--- config.mk ---
export PLATFORM = sky130hd
export DESIGN_NAME = rggen_host_if_axi4lite_arb
export DESIGN_NICKNAME = d
export VERILOG_FILES = /design/src/rtl/rggen_host_if_axi4lite_arb.sv
export SDC_FILE = /design/constraint.sdc
export NUM_CORES = 1
export LEC_CHECK = 0
export CORE_MARGIN = 1.5
export CORE_UTILIZATION = 37
export CTS_CLUSTER_SIZE = 8
export DETAILED_ROUTE_END_ITERATION = 10
export PLACE_DENSITY = 0.82
export SYNTH_ARGS = -nofsm -noshare
export SYNTH_HDL_FRONTEND = slang
export SYNTH_SLANG_ARGS = --single-unit
--- constraint.sdc ---
create_clock -name clk -period 1.83 [get_ports clk]
set_clock_uncertainty 0.2 [all_clocks]
set_input_delay 0.183 -clock clk [delete_from_list [all_inputs] [get_ports clk]]
set_output_delay 0.183 -clock clk [all_outputs]
set_load 0.005 [all_outputs]
--- src/rtl/rggen_host_if_axi4lite_arb.sv ---
// rggen_host_if_axi4lite_arb: AXI4-Lite slave to rggen local-bus bridge, one access in flight, with arbitration, DECERR and timeout
// ports: clk/rst_n; AXI4-Lite AW/W/B/AR/R channels (i_*/o_*, prot ignored);
//        local bus o_command_valid/o_write/o_read/o_address/o_write_data/o_write_mask, i_response_ready/i_read_data/i_status
module rggen_host_if_axi4lite_arb #(
  parameter int DATA_WIDTH = 32,
  parameter int HOST_ADDRESS_WIDTH = 16,
  parameter int LOCAL_ADDRESS_WIDTH = 16,
  parameter int ARBITRATION = 0,
  parameter int TIMEOUT_CYCLES = 0
) (
  input  logic                          clk,
  input  logic                          rst_n,
  input  logic                          i_awvalid,
  output logic                          o_awready,
  input  logic [HOST_ADDRESS_WIDTH-1:0] i_awaddr,
  input  logic [2:0]                    i_awprot,
  input  logic                          i_wvalid,
  output logic                          o_wready,
  input  logic [DATA_WIDTH-1:0]         i_wdata,
  input  logic [DATA_WIDTH/8-1:0]       i_wstrb,
  output logic                          o_bvalid,
  input  logic                          i_bready,
  output logic [1:0]                    o_bresp,
  input  logic                          i_arvalid,
  output logic                          o_arready,
  input  logic [HOST_ADDRESS_WIDTH-1:0] i_araddr,
  input  logic [2:0]                    i_arprot,
  output logic                          o_rvalid,
  input  logic                          i_rready,
  output logic [DATA_WIDTH-1:0]         o_rdata,
  output logic [1:0]                    o_rresp,
  output logic                          o_command_valid,
  output logic                          o_write,
  output logic                          o_read,
  output logic [LOCAL_ADDRESS_WIDTH-1:0] o_address,
  output logic [DATA_WIDTH-1:0]         o_write_data,
  output logic [DATA_WIDTH-1:0]         o_write_mask,
  input  logic                          i_response_ready,
  input  logic [DATA_WIDTH-1:0]         i_read_data,
  input  logic [1:0]                    i_status
);
  localparam int DW = DATA_WIDTH;
  localparam int LAW = LOCAL_ADDRESS_WIDTH;
  localparam int TW = $clog2(TIMEOUT_CYCLES + 2);
  typedef enum logic [2:0] {IDLE, WAIT_W, WAIT_AW, WR_BUSY, WAIT_B, RD_BUSY, WAIT_R} state_e;
  state_e r_state;
  logic r_command_valid, r_rr_last, r_decerr, r_bvalid, r_rvalid;
  logic [LAW-1:0] r_address;
  logic [DW-1:0] r_write_data, r_write_mask, r_rdata;
  logic [1:0] r_bresp, r_rresp;
  logic [TW-1:0] r_tcnt;
  logic w_idle, w_wr_req, w_wr_ok, w_rd_ok, w_aw_hs, w_w_hs, w_ar_hs;
  logic w_aw_decerr, w_ar_decerr, w_done, w_timeout, w_finish, w_unused;
  logic [1:0] w_resp;
  logic [DW-1:0] w_mask;
  assign w_unused = ^{i_awprot, i_arprot};
  for (genvar b = 0; b < DW / 8; b++) begin : g_mask
    assign w_mask[8*b+:8] = {8{i_wstrb[b]}};
  end
  assign w_idle = r_state == IDLE;
  assign w_wr_req = i_awvalid | i_wvalid;
  // r_rr_last = 1 means read was granted last, so a tie goes to write
  assign w_wr_ok = ARBITRATION == 1 ? !i_arvalid : ARBITRATION == 2 ? (!i_arvalid | r_rr_last) : 1'b1;
  assign w_rd_ok = ARBITRATION == 0 ? !w_wr_req : ARBITRATION == 2 ? (!w_wr_req | !r_rr_last) : 1'b1;
  assign o_awready = (w_idle & i_awvalid & w_wr_ok) | (r_state == WAIT_AW);
  assign o_wready = (w_idle & i_wvalid & w_wr_ok) | (r_state == WAIT_W);
  assign o_arready = w_idle & i_arvalid & w_rd_ok;
  assign w_aw_hs = i_awvalid & o_awready;
  assign w_w_hs = i_wvalid & o_wready;
  assign w_ar_hs = i_arvalid & o_arready;
  assign w_aw_decerr = |(i_awaddr >> LAW);
  assign w_ar_decerr = |(i_araddr >> LAW);
  assign w_done = r_command_valid & i_response_ready;
  assign w_timeout = TIMEOUT_CYCLES != 0 && r_command_valid && !i_response_ready && int'(r_tcnt) == TIMEOUT_CYCLES - 1;
  assign w_finish = r_decerr | w_done | w_timeout;
  assign w_resp = r_decerr ? 2'b11 : !w_done ? 2'b10 : i_status[0] ? 2'b10 : i_status[1] ? 2'b01 : 2'b00;
  assign o_command_valid = r_command_valid;
  assign o_write = r_state == WR_BUSY;
  assign o_read = r_state == RD_BUSY;
  assign o_address = r_address;
  assign o_write_data = r_write_data;
  assign o_write_mask = r_write_mask;
  assign o_bvalid = r_bvalid;
  assign o_bresp = r_bresp;
  assign o_rvalid = r_rvalid;
  assign o_rresp = r_rresp;
  assign o_rdata = r_rdata;
  always_ff @(posedge clk or negedge rst_n) begin
    if (!rst_n) begin
      r_state <= IDLE;
      r_rr_last <= 1'b1;
      r_command_valid <= 1'b0;
      r_decerr <= 1'b0;
      r_address <= '0;
      r_write_data <= '0;
      r_write_mask <= '0;
      r_tcnt <= '0;
      r_bvalid <= 1'b0;
      r_bresp <= 2'b00;
      r_rvalid <= 1'b0;
      r_rresp <= 2'b00;
      r_rdata <= '0;
    end else begin
      if (w_aw_hs) begin
        r_address <= i_awaddr[LAW-1:0];
        r_decerr <= w_aw_decerr;
      end
      if (w_ar_hs) begin
        r_address <= i_araddr[LAW-1:0];
        r_decerr <= w_ar_decerr;
      end
      if (w_w_hs) begin
        r_write_data <= i_wdata;
        r_write_mask <= w_mask;
      end
      if (w_idle && (w_aw_hs || w_w_hs)) r_rr_last <= 1'b0;
      if (w_ar_hs) r_rr_last <= 1'b1;
      r_tcnt <= !r_command_valid ? '0 : !i_response_ready ? r_tcnt + 1'b1 : r_tcnt;
      case (r_state)
        IDLE: begin
          if (w_aw_hs && w_w_hs) begin
            r_state <= WR_BUSY;
            r_command_valid <= !w_aw_decerr;
          end else if (w_aw_hs) begin
            r_state <= WAIT_W;
          end else if (w_w_hs) begin
            r_state <= WAIT_AW;
          end else if (w_ar_hs) begin
            r_state <= RD_BUSY;
            r_command_valid <= !w_ar_decerr;
          end
        end
        WAIT_W: if (w_w_hs) begin
          r_state <= WR_BUSY;
          r_command_valid <= !r_decerr;
        end
        WAIT_AW: if (w_aw_hs) begin
          r_state <= WR_BUSY;
          r_command_valid <= !w_aw_decerr;
        end
        WR_BUSY, RD_BUSY: if (w_finish) begin
          r_state <= r_state == WR_BUSY ? WAIT_B : WAIT_R;
          r_command_valid <= 1'b0;
          r_decerr <= 1'b0;
          r_address <= '0;
          r_write_data <= '0;
          r_write_mask <= '0;
          if (r_state == WR_BUSY) begin
            r_bvalid <= 1'b1;
            r_bresp <= w_resp;
          end else begin
            r_rvalid <= 1'b1;
            r_rresp <= w_resp;
            r_rdata <= w_done ? i_read_data : '0;
          end
        end
        WAIT_B: if (i_bready) begin
          r_state <= IDLE;
          r_bvalid <= 1'b0;
          r_bresp <= 2'b00;
        end
        WAIT_R: if (i_rready) begin
          r_state <= IDLE;
          r_rvalid <= 1'b0;
          r_rresp <= 2'b00;
          r_rdata <= '0;
        end
        default: r_state <= IDLE;
      endcase
    end
  end
endmodule

# Word-level counts from Yosys, hierarchy flattened
# Cells that the tools add are included.
[op_classes]
n_div = 0
n_reduce_logical = 12
shifts = 0
n_mux = 58
addsub = 0
eq_ne = 17
n_mul = 0
magnitude_cmp = 0
bitwise = 12
[ops]
columns = ["cell", "n"]
rows = [
  ["two-way mux 32 bit", 10],
  ["two-way mux 16 bit", 4],
  ["case mux 32 bit (2 select lines)", 1],
  ["two-way mux 3 bit", 9],
  ["two-way mux 2 bit", 10],
  ["two-way mux 1 bit", 18],
  ["case mux 3 bit (6 select lines)", 1],
  ["!= test 2 bit (second input constant)", 7],
  ["== test 3 bit (second input constant)", 3],
  ["AND 1 bit", 8],
  ["case mux 2 bit (2 select lines)", 2],
  ["AND reduction 4 bit", 2],
  ["AND reduction 7 bit", 1],
  ["== test 3 x 2 -> 1 bit (second input constant)", 2],
  ["!= test 3 x 2 -> 1 bit (second input constant)", 2],
  ["AND reduction 6 bit", 1],
  ["!= test 5 x 1 -> 1 bit (second input constant)", 1],
  ["bitwise OR 1 bit", 4],
  ["case mux 1 bit (2 select lines)", 2],
  ["case mux 1 bit (4 select lines)", 1],
  ["nonzero test 2 bit", 2],
  ["nonzero test 4 bit", 1],
  ["== test 3 x 1 -> 1 bit (second input constant)", 1],
  ["logical NOT 3 bit", 1],
  ["other kinds (4)", 5],
]
[totals]
elab_cells = 110
inputBits = 116
rom_bits = 0
memories = 0
output_inout_bits = 124
latchBits = 0
register_bits = 123
mem_bits_rw = 0

# Longest topological paths before layout
# Gate-level depths: netlist of run 1.
[logic_depth]
word_depth = 9
mapped_depth = 7
mapped_depth_nobuf = 6

# Worst setup path after synthesis of run 1
# No wires, ideal clock.
[synth_path]
kind = "register to register"
from = "register r_state[0]"
to = "register r_rdata[20] (netlist: o_rdata[20])"
synth_period_minus_slack_ns = 1.838
setup_time_ns = 0.121
arrival_ns = 1.517
path_stages_with_launch = 8
path_slack_ns = -0.008
path_buffers = 1
t_required_ns = 1.509
cell_sequence = "dfrtp_1 nor2b_2 nand2_2 inv_2 o21ai_4 nand3_4 buf_6 a22o_1"
[synth_between]
elab_chain_cells = 4
word_cells_on_any_way = 10
classes_between = "eq/ne (6); mux (1); reduce/logical (3)"
[synth_lines]
columns = ["item", "line_no", "rtl"]
rows = [
  ["start: declaration", "46", "state_e r_state;"],
  ["start signal: assignment", "142", "r_state <= r_state == WR_BUSY ? WAIT_B : WAIT_R;"],
  ["== test 3 bit *", "--", ""],
  ["named net o_read", "34", "output logic o_read,"],
  ["OR reduction 2 bit *", "119", "case (r_state)"],
  ["!= test 2 bit (no source line) or nonzero test 2 bit (tied branches)", "--", ""],
  ["AND reduction 4 bit (no source line)", "--", ""],
  ["end signal: assignment", "154", "r_rdata <= w_done ? i_read_data : '0;"],
  ["end: declaration", "49", "logic [DW-1:0] r_write_data, r_write_mask, r_rdata;"],
]
# Mark *: on every way through the listed nets, which the timed path passes. The rest lies on a longest branch.
# A chain may end at the register's enable or synchronous reset.

# Final worst setup path of run 1
[layout_path]
from = "register r_state[1]"
to = "register r_command_valid (netlist: o_command_valid)"
[layout_between]
elab_chain_cells = 7
word_cells_on_any_way = 26
classes_between = "eq/ne (10); mux (2); bitwise (9); reduce/logical (5)"
[layout_lines]
columns = ["item", "line_no", "rtl"]
rows = [
  ["logical NOT 3 bit", "60, 119", ""],
  ["AND 1 bit (on tied branches)", "65, 66", ""],
  ["bitwise OR 1 bit (on tied branches)", "65, 66", ""],
  ["AND 1 bit (on tied branches)", "68, 69", ""],
  ["logical AND 1 bit", "121", "if (w_aw_hs && w_w_hs) begin"],
  ["!= test 3 x 1 -> 1 bit (no source line), or another cell as far along", "--", ""],
  ["AND reduction 7 bit (no source line) or case mux 1 bit (4 select lines) (tied branches)", "--", ""],
  ["end signal: assignment", "123", "r_command_valid <= !w_aw_decerr;"],
  ["end signal: assignment", "130", "r_command_valid <= !w_ar_decerr;"],
  ["end signal: assignment", "135", "r_command_valid <= !r_decerr;"],
  ["end: declaration", "47", "logic r_command_valid, r_rr_last, r_decerr, r_bvalid, r_rvalid;"],
]
# Parallel ways exist; a longest one is shown, timed or not.

==> out/results.ini, run 1 <==
[outcome]
status = finished, violations left
violations = setup timing

[placement]
io_buffers = 233
placed_area_mm2 = 0.007752
gp_congestion = 0.8508
hpwl_um = 10000

[grt]
grt_max_degree = 124
first_global_vias = 4784
grt.total_usage_pct = 21.33
grt_pass1_wl_um = 24010
antenna_found_initial = 0
overflow = 0

[sta]
hold_viol = 0
rsz0062_at_grt = yes
setup_ws_ps = -68.13
slew_headroom_pct = 56.74
finalSetupViolCount = 38
min_period_ps = 1898
final.period_utilization_pct = 103.7
worst_pin_slew_ps = 648.9
drv_slew = 0
fmax_mhz = 526.8

[synthesis]
yosysTopAreaCell = dfrtp_1
synth_top_cell_area_share_pct = 61.47
synth_nets = 582
synthCells = 466
yosysWarnings = 0
ys_seq_elements = 123
ys_types = 38
netlist_top_cells_area = dfrtp_1, nand2_1, a21oi_1
syn_area_mm2 = 0.005007
ys_seq_area_share_pct = 61.47
avgSynthCellArea_um2 = 10.75

[floorplanning]
start_util_pct = 37.81
core_area_mm2 = 0.01324
die_w_um = 119.3
die-area_mm2 = 0.01424
die_y_um = 119.3
rows = 42
ios = 240

[setup_path]
critPathKind = reg -> reg
cp-startpoint = r_state[1]
r2r_end = o_command_valid
critPathLaunchType = flip-flop
crit_path_end = o_command_valid
worstPathRequired_ps = 1920
end_kind = flip-flop
cp_max_fo = 5
worst_ep_arrival_time_ps = 1990
rr_startpoint = r_state[1]
regToRegSetupSlack_ps = -70
worst-r2r-cell-count = 8

[layout]
nets = 859
area.sequential_mm2 = 0.003082
final_common_cell = clkdlybuf4s50_1
area_growth_pct = 76.21
post-route-cell-area_mm2 = 0.008823
postLayoutCoreUtil_pct = 66.63
multi_input_area_mm2 = 0.001854
layout-drive-gt1-share_pct = 17.06
fillers = 970
diodes = 0
final_cell_mix = clkdlybuf4s50_1, dfrtp_1, nand2_1, a21oi_1, a22o_1

[clocking]
cts.sinks = 123
clockBufferDepth = 2
cts_buffers = 17
root_buffer = clkbuf_16
cts-htree-levels = 4
path_clk_slew_ps = 60
clock_latency_ps = 410
cts_tree = done

[route]
ant_nets = 0
vias_per_cell = 5.087
route.detailed.drc = 0
post_drt_wl_per_cell_um = 17.36
routed_wl_um = 16180
drt_first_pass_iters = 4
via_count = 4741
dr.first_iter.drc_count = 269

[min_path]
hp-start = i_wdata[23]
hp-class = in -> reg

[pwr]
powerDensity_mw_per_mm2 = 1742
leakagePower_uw = 0.003873
vdd_drop_max_mv = 0.8797

[flow_run]
cap_viol_max_count = 0

through the flow:
step	total power (uW)	setup TNS, ps	hold slack (ps)	cells	setup slack [ps]
floorplan	7179	-25.59	-312.6	466	-3.656
global placement	10780	-1231	125.2	875	-98.66
detailed placement	11040	-4851	130.8	875	-178.3
CTS	14950	-525.5	102.4	921	-39.31
global route	16210	-6286	112.2	932	-120.7
finish	15370	-1257	116.6	932	-68.13
sequential cells by signal (all words and copies together) (netlist names), 2 cells and up:
| name | cells |
|---|---|
| o_write_mask | 32 |
| o_write_data | 32 |
| o_bresp | 2 |
| o_rdata | 32 |
| o_address | 16 |
| r_state | 3 |
| o_rresp | 2 |
routing by layer:
metal	GRT usage [%]	vias up	share of wire, %
met5	0	-	0
met2	36.71	190	52
li1	-	2183	-
met4	8.036	0	2.1
met3	5.460	33	5.9
met1	25.79	2335	40
final cells by class:
cell class	count	share of cell area, %
timing repair buffer	291	34.17
sequential	123	34.93
tap	176	2.496
inverter	4	0.2269
clock inverter	14	2.184
multi-input combinational	306	21.02
clock buffer	18	4.977
critical path, stage by stage (launching register included):
cell	delay, ps
dfrtp_2	460
nor2b_4	180
nand2_4	80
inv_4	60
buf_6	100
o21ai_4	80
buf_6	160
o211ai_1	100
mux2_2	370
cell usage after synthesis:
master,count
nor2b_1,2
buf_2,13
a22o_1,33
o21a_1,1
a31o_2,1
clkbuf_1,14
nand3b_1,2
nor3_1,4
mux2i_1,16
o21ai_4,1
a22oi_1,1
o31ai_1,1
o211ai_1,1
mux2_2,1
a211o_1,1
nand3b_4,1
nand3_4,1
o2bb2ai_1,4
a31oi_1,2
nor3b_1,1
buf_6,4
nor2b_2,1
nor4_1,1
a21oi_1,69
and2_1,2
a21oi_2,1
buf_4,2
nand2_1,108
a211oi_1,17
nand2_2,1
inv_2,2
or4_1,1
a21o_1,4
nand3_2,1
inv_1,2
a32o_1,1
nor2_1,25
dfrtp_1,123
power by group:
group | switching, uW | internal [uW]
Sequential | 780 | 4030
Clock | 1240 | 2320
Combinational | 2730 | 4270
Total | 4750 | 10600
cells by family after synthesis:
family / share of synthesized area, %
AOI/OAI and AO/OA: 18.42
buffers and inverters: 3.848
DFF: 61.47
muxes: 3.423
and+or+nand+nor: 12.84
worst min-delay path by stage:
stage / end / cells past startpoint
4_1_cts: o_write_data[28] / 3
2_1_floorplan: o_address[0] / 0
3_5_place_dp: o_write_data[12] / 2
6_report: o_write_data[23] / 3
5_1_grt: o_write_data[21] / 3
3_3_place_gp: o_rdata[0] / 2
repair_timing:
item	4_1_cts	5_1_grt
pin swaps	6	3
cloned	0	8
endpoints found under the hold margin	123	0
setup buffers	14	4
gates resized for setup	45	18
setup endpoints to repair	42	95
hold buffers	1	0
(Power assumes the default switching activity.)
==> inputs of run 2 (changes only) <==
CTS_CLUSTER_SIZE = 28   (was 8)
==> results of run 2 <==
No change in the layout: final DEF, timing and power equal those of run 1.
==> inputs of run 3 (changes only) <==
PLACE_DENSITY = 0.83   (was 0.82)
==> run 3 against run 2 <==
Against the previous run: sequential cell count stayed put; cell count is 1.7% higher; the run still ends with setup timing left; largest cell class is now buffers; die area stayed put; worst hold slack better by 6.0 ps; routed wire length is 11% higher; register-to-register slack worse by 80 ps; highest routed layer unchanged.
==> out/results.ini, run 3 (synthesis gave the netlist of run 1 again) <==
[outcome]
status = finished, violations left
violations = setup timing

[layout]
final_common_cell = clkdlybuf4s50_1
area_growth_pct = 88.43
fillers = 881
nets = 876
layout-drive-gt1-share_pct = 27.33
instances_no_fill = 948
final_cell_mix = clkdlybuf4s50_1, dfrtp_1, nand2_1, a21oi_2, a22o_1
diodes = 0

[setup_path]
crit_path_end = o_address[9]
cp_max_fo = 8
critPathKind = reg -> reg
rr_startpoint = r_state[2]
worst_ep_arrival_time_ps = 2060
worstPathRequired_ps = 1910
regToRegSetupSlack_ps = -150
r2r_end = o_address[9]
end_kind = flip-flop
critPathLaunchType = flip-flop
worst-r2r-cell-count = 8
cp-startpoint = r_state[2]

[placement]
io_buffers = 233
hpwl_um = 10390
gp_congestion = 0.8445
pre_cts_slack_ps = -185.3
placed_cells = 882

[route]
post_drt_wl_per_cell_um = 18.98
dr.first_iter.drc_count = 384
vias_per_cell = 5.219
route.detailed.drc = 0
routed_wl_um = 18000
drt_first_pass_iters = 4
via_count = 4948
ant_nets = 0

[sta]
fin_setup_tns_ps = -7240
slew_headroom_pct = 53.15
drv_slew = 0
setup_ws_ps = -149.3
hold_viol = 0
finalSetupViolCount = 109
final.period_utilization_pct = 108.2
fmax_mhz = 505.2
rsz0062_at_grt = yes
worst_pin_slew_ps = 702.7
min_period_ps = 1979

[floorplanning]
rows = 42
die-area_mm2 = 0.01424
start_util_pct = 37.81
ios = 240
core_area_mm2 = 0.01324
die_y_um = 119.3
die_w_um = 119.3

[pwr]
internal_power_uw = 11290
p_sw_share_pct = 32.03
combPwrFrac_pct = 49.7
powerDensity_mw_per_mm2 = 1761
pwr-share-clk_pct = 21.1
leakagePower_uw = 0.004056
seqPwrFrac_pct = 29.2
netSwitchingPower_uw = 5320
vdd_drop_max_mv = 0.8362

[grt]
first_global_vias = 5187
antenna_found_initial = 0
grt_pass1_wl_um = 25880
grt.total_usage_pct = 23.13
overflow = 0
grt_max_degree = 124

[clocking]
root_buffer = clkbuf_16
cts-htree-levels = 4
path_clk_slew_ps = 60
cts.sinks = 123
clockBufferDepth = 2
cts_tree = done
clock_latency_ps = 410
cts_buffers = 17

[min_path]
hp-class = in -> reg

[flow_run]
cap_viol_max_count = 0

## run 3: how the worst min path moves through the flow
| stage | startpoint | end | depth (start not counted) |
|---|---|---|---|
| 6_report | i_wdata[21] | o_write_data[21] | 3 |
| 4_1_cts | i_wdata[21] | o_write_data[21] | 3 |
| 3_3_place_gp | rst_n | o_write_mask[5] | 2 |
| 3_5_place_dp | rst_n | o_write_data[26] | 2 |
| 5_1_grt | i_wdata[0] | o_write_data[0] | 3 |
| 2_1_floorplan | rst_n | o_address[0] | 0 |
## run 3: critical path, stage by stage (launching register included)
cell and delay, ps:
dfrtp_2 410, buf_6 130, buf_6 120, buf_6 120, nor3b_4 200, buf_4 170, buf_16 130, mux2i_1 250
a211oi_2 110
## run 3: repair_timing
action	in CTS	in global routing
gates resized for setup	69	97
setup buffers	23	7
pin swaps	13	14
hold endpoints to repair	123	0
cloned	6	6
setup endpoints to repair	102	127
hold buffers	1	0
## run 3: area by class of cell
type | instances | area, um^2 | share of cell area [%]
clock buffer | 19 | 442.9 | 4.694
clock inverter | 12 | 172.7 | 1.830
inverter | 4 | 22.52 | 0.2387
multi-input combinational | 306 | 2168 | 22.98
sequential | 123 | 3080 | 32.65
tap | 176 | 220.2 | 2.334
timing repair buffer | 308 | 3328 | 35.27
## run 3: through the flow
step / hold slack [ps] / area (um^2) / utilization, % / total power [uW]
6_report: 122.6 / 9435 / 71.25 / 16610
5_1_grt: 120.9 / 9435 / 71.25 / 17420
4_1_cts: 98.02 / 8977 / 67.79 / 15620
3_5_place_dp: 136.7 / 7818 / 59.03 / 11170
3_3_place_gp: 125.9 / 7818 / 59.03 / 10870
2_1_floorplan: -312.6 / 5015 / - / 7179
## run 3: layer usage
| metal | up-vias | GRT usage (%) | share of wire (%) |
|---|---|---|---|
| li1 | 2226 | - | - |
| met1 | 2469 | 26.40 | 39 |
| met2 | 207 | 40.46 | 52 |
| met3 | 46 | 5.029 | 5.3 |
| met4 | 0 | 12.43 | 3.3 |
| met5 | - | 0 | 0 |
## run 3: power by group through the flow
stage	clock (uW)	combinational [uW]	sequential [uW]
after global placement	0	6140	4730
after detailed placement	0	6350	4830
after floorplan	0	2340	4840
after global routing	3680	8750	4990
after CTS	3540	7270	4810
final	3510	8250	4850
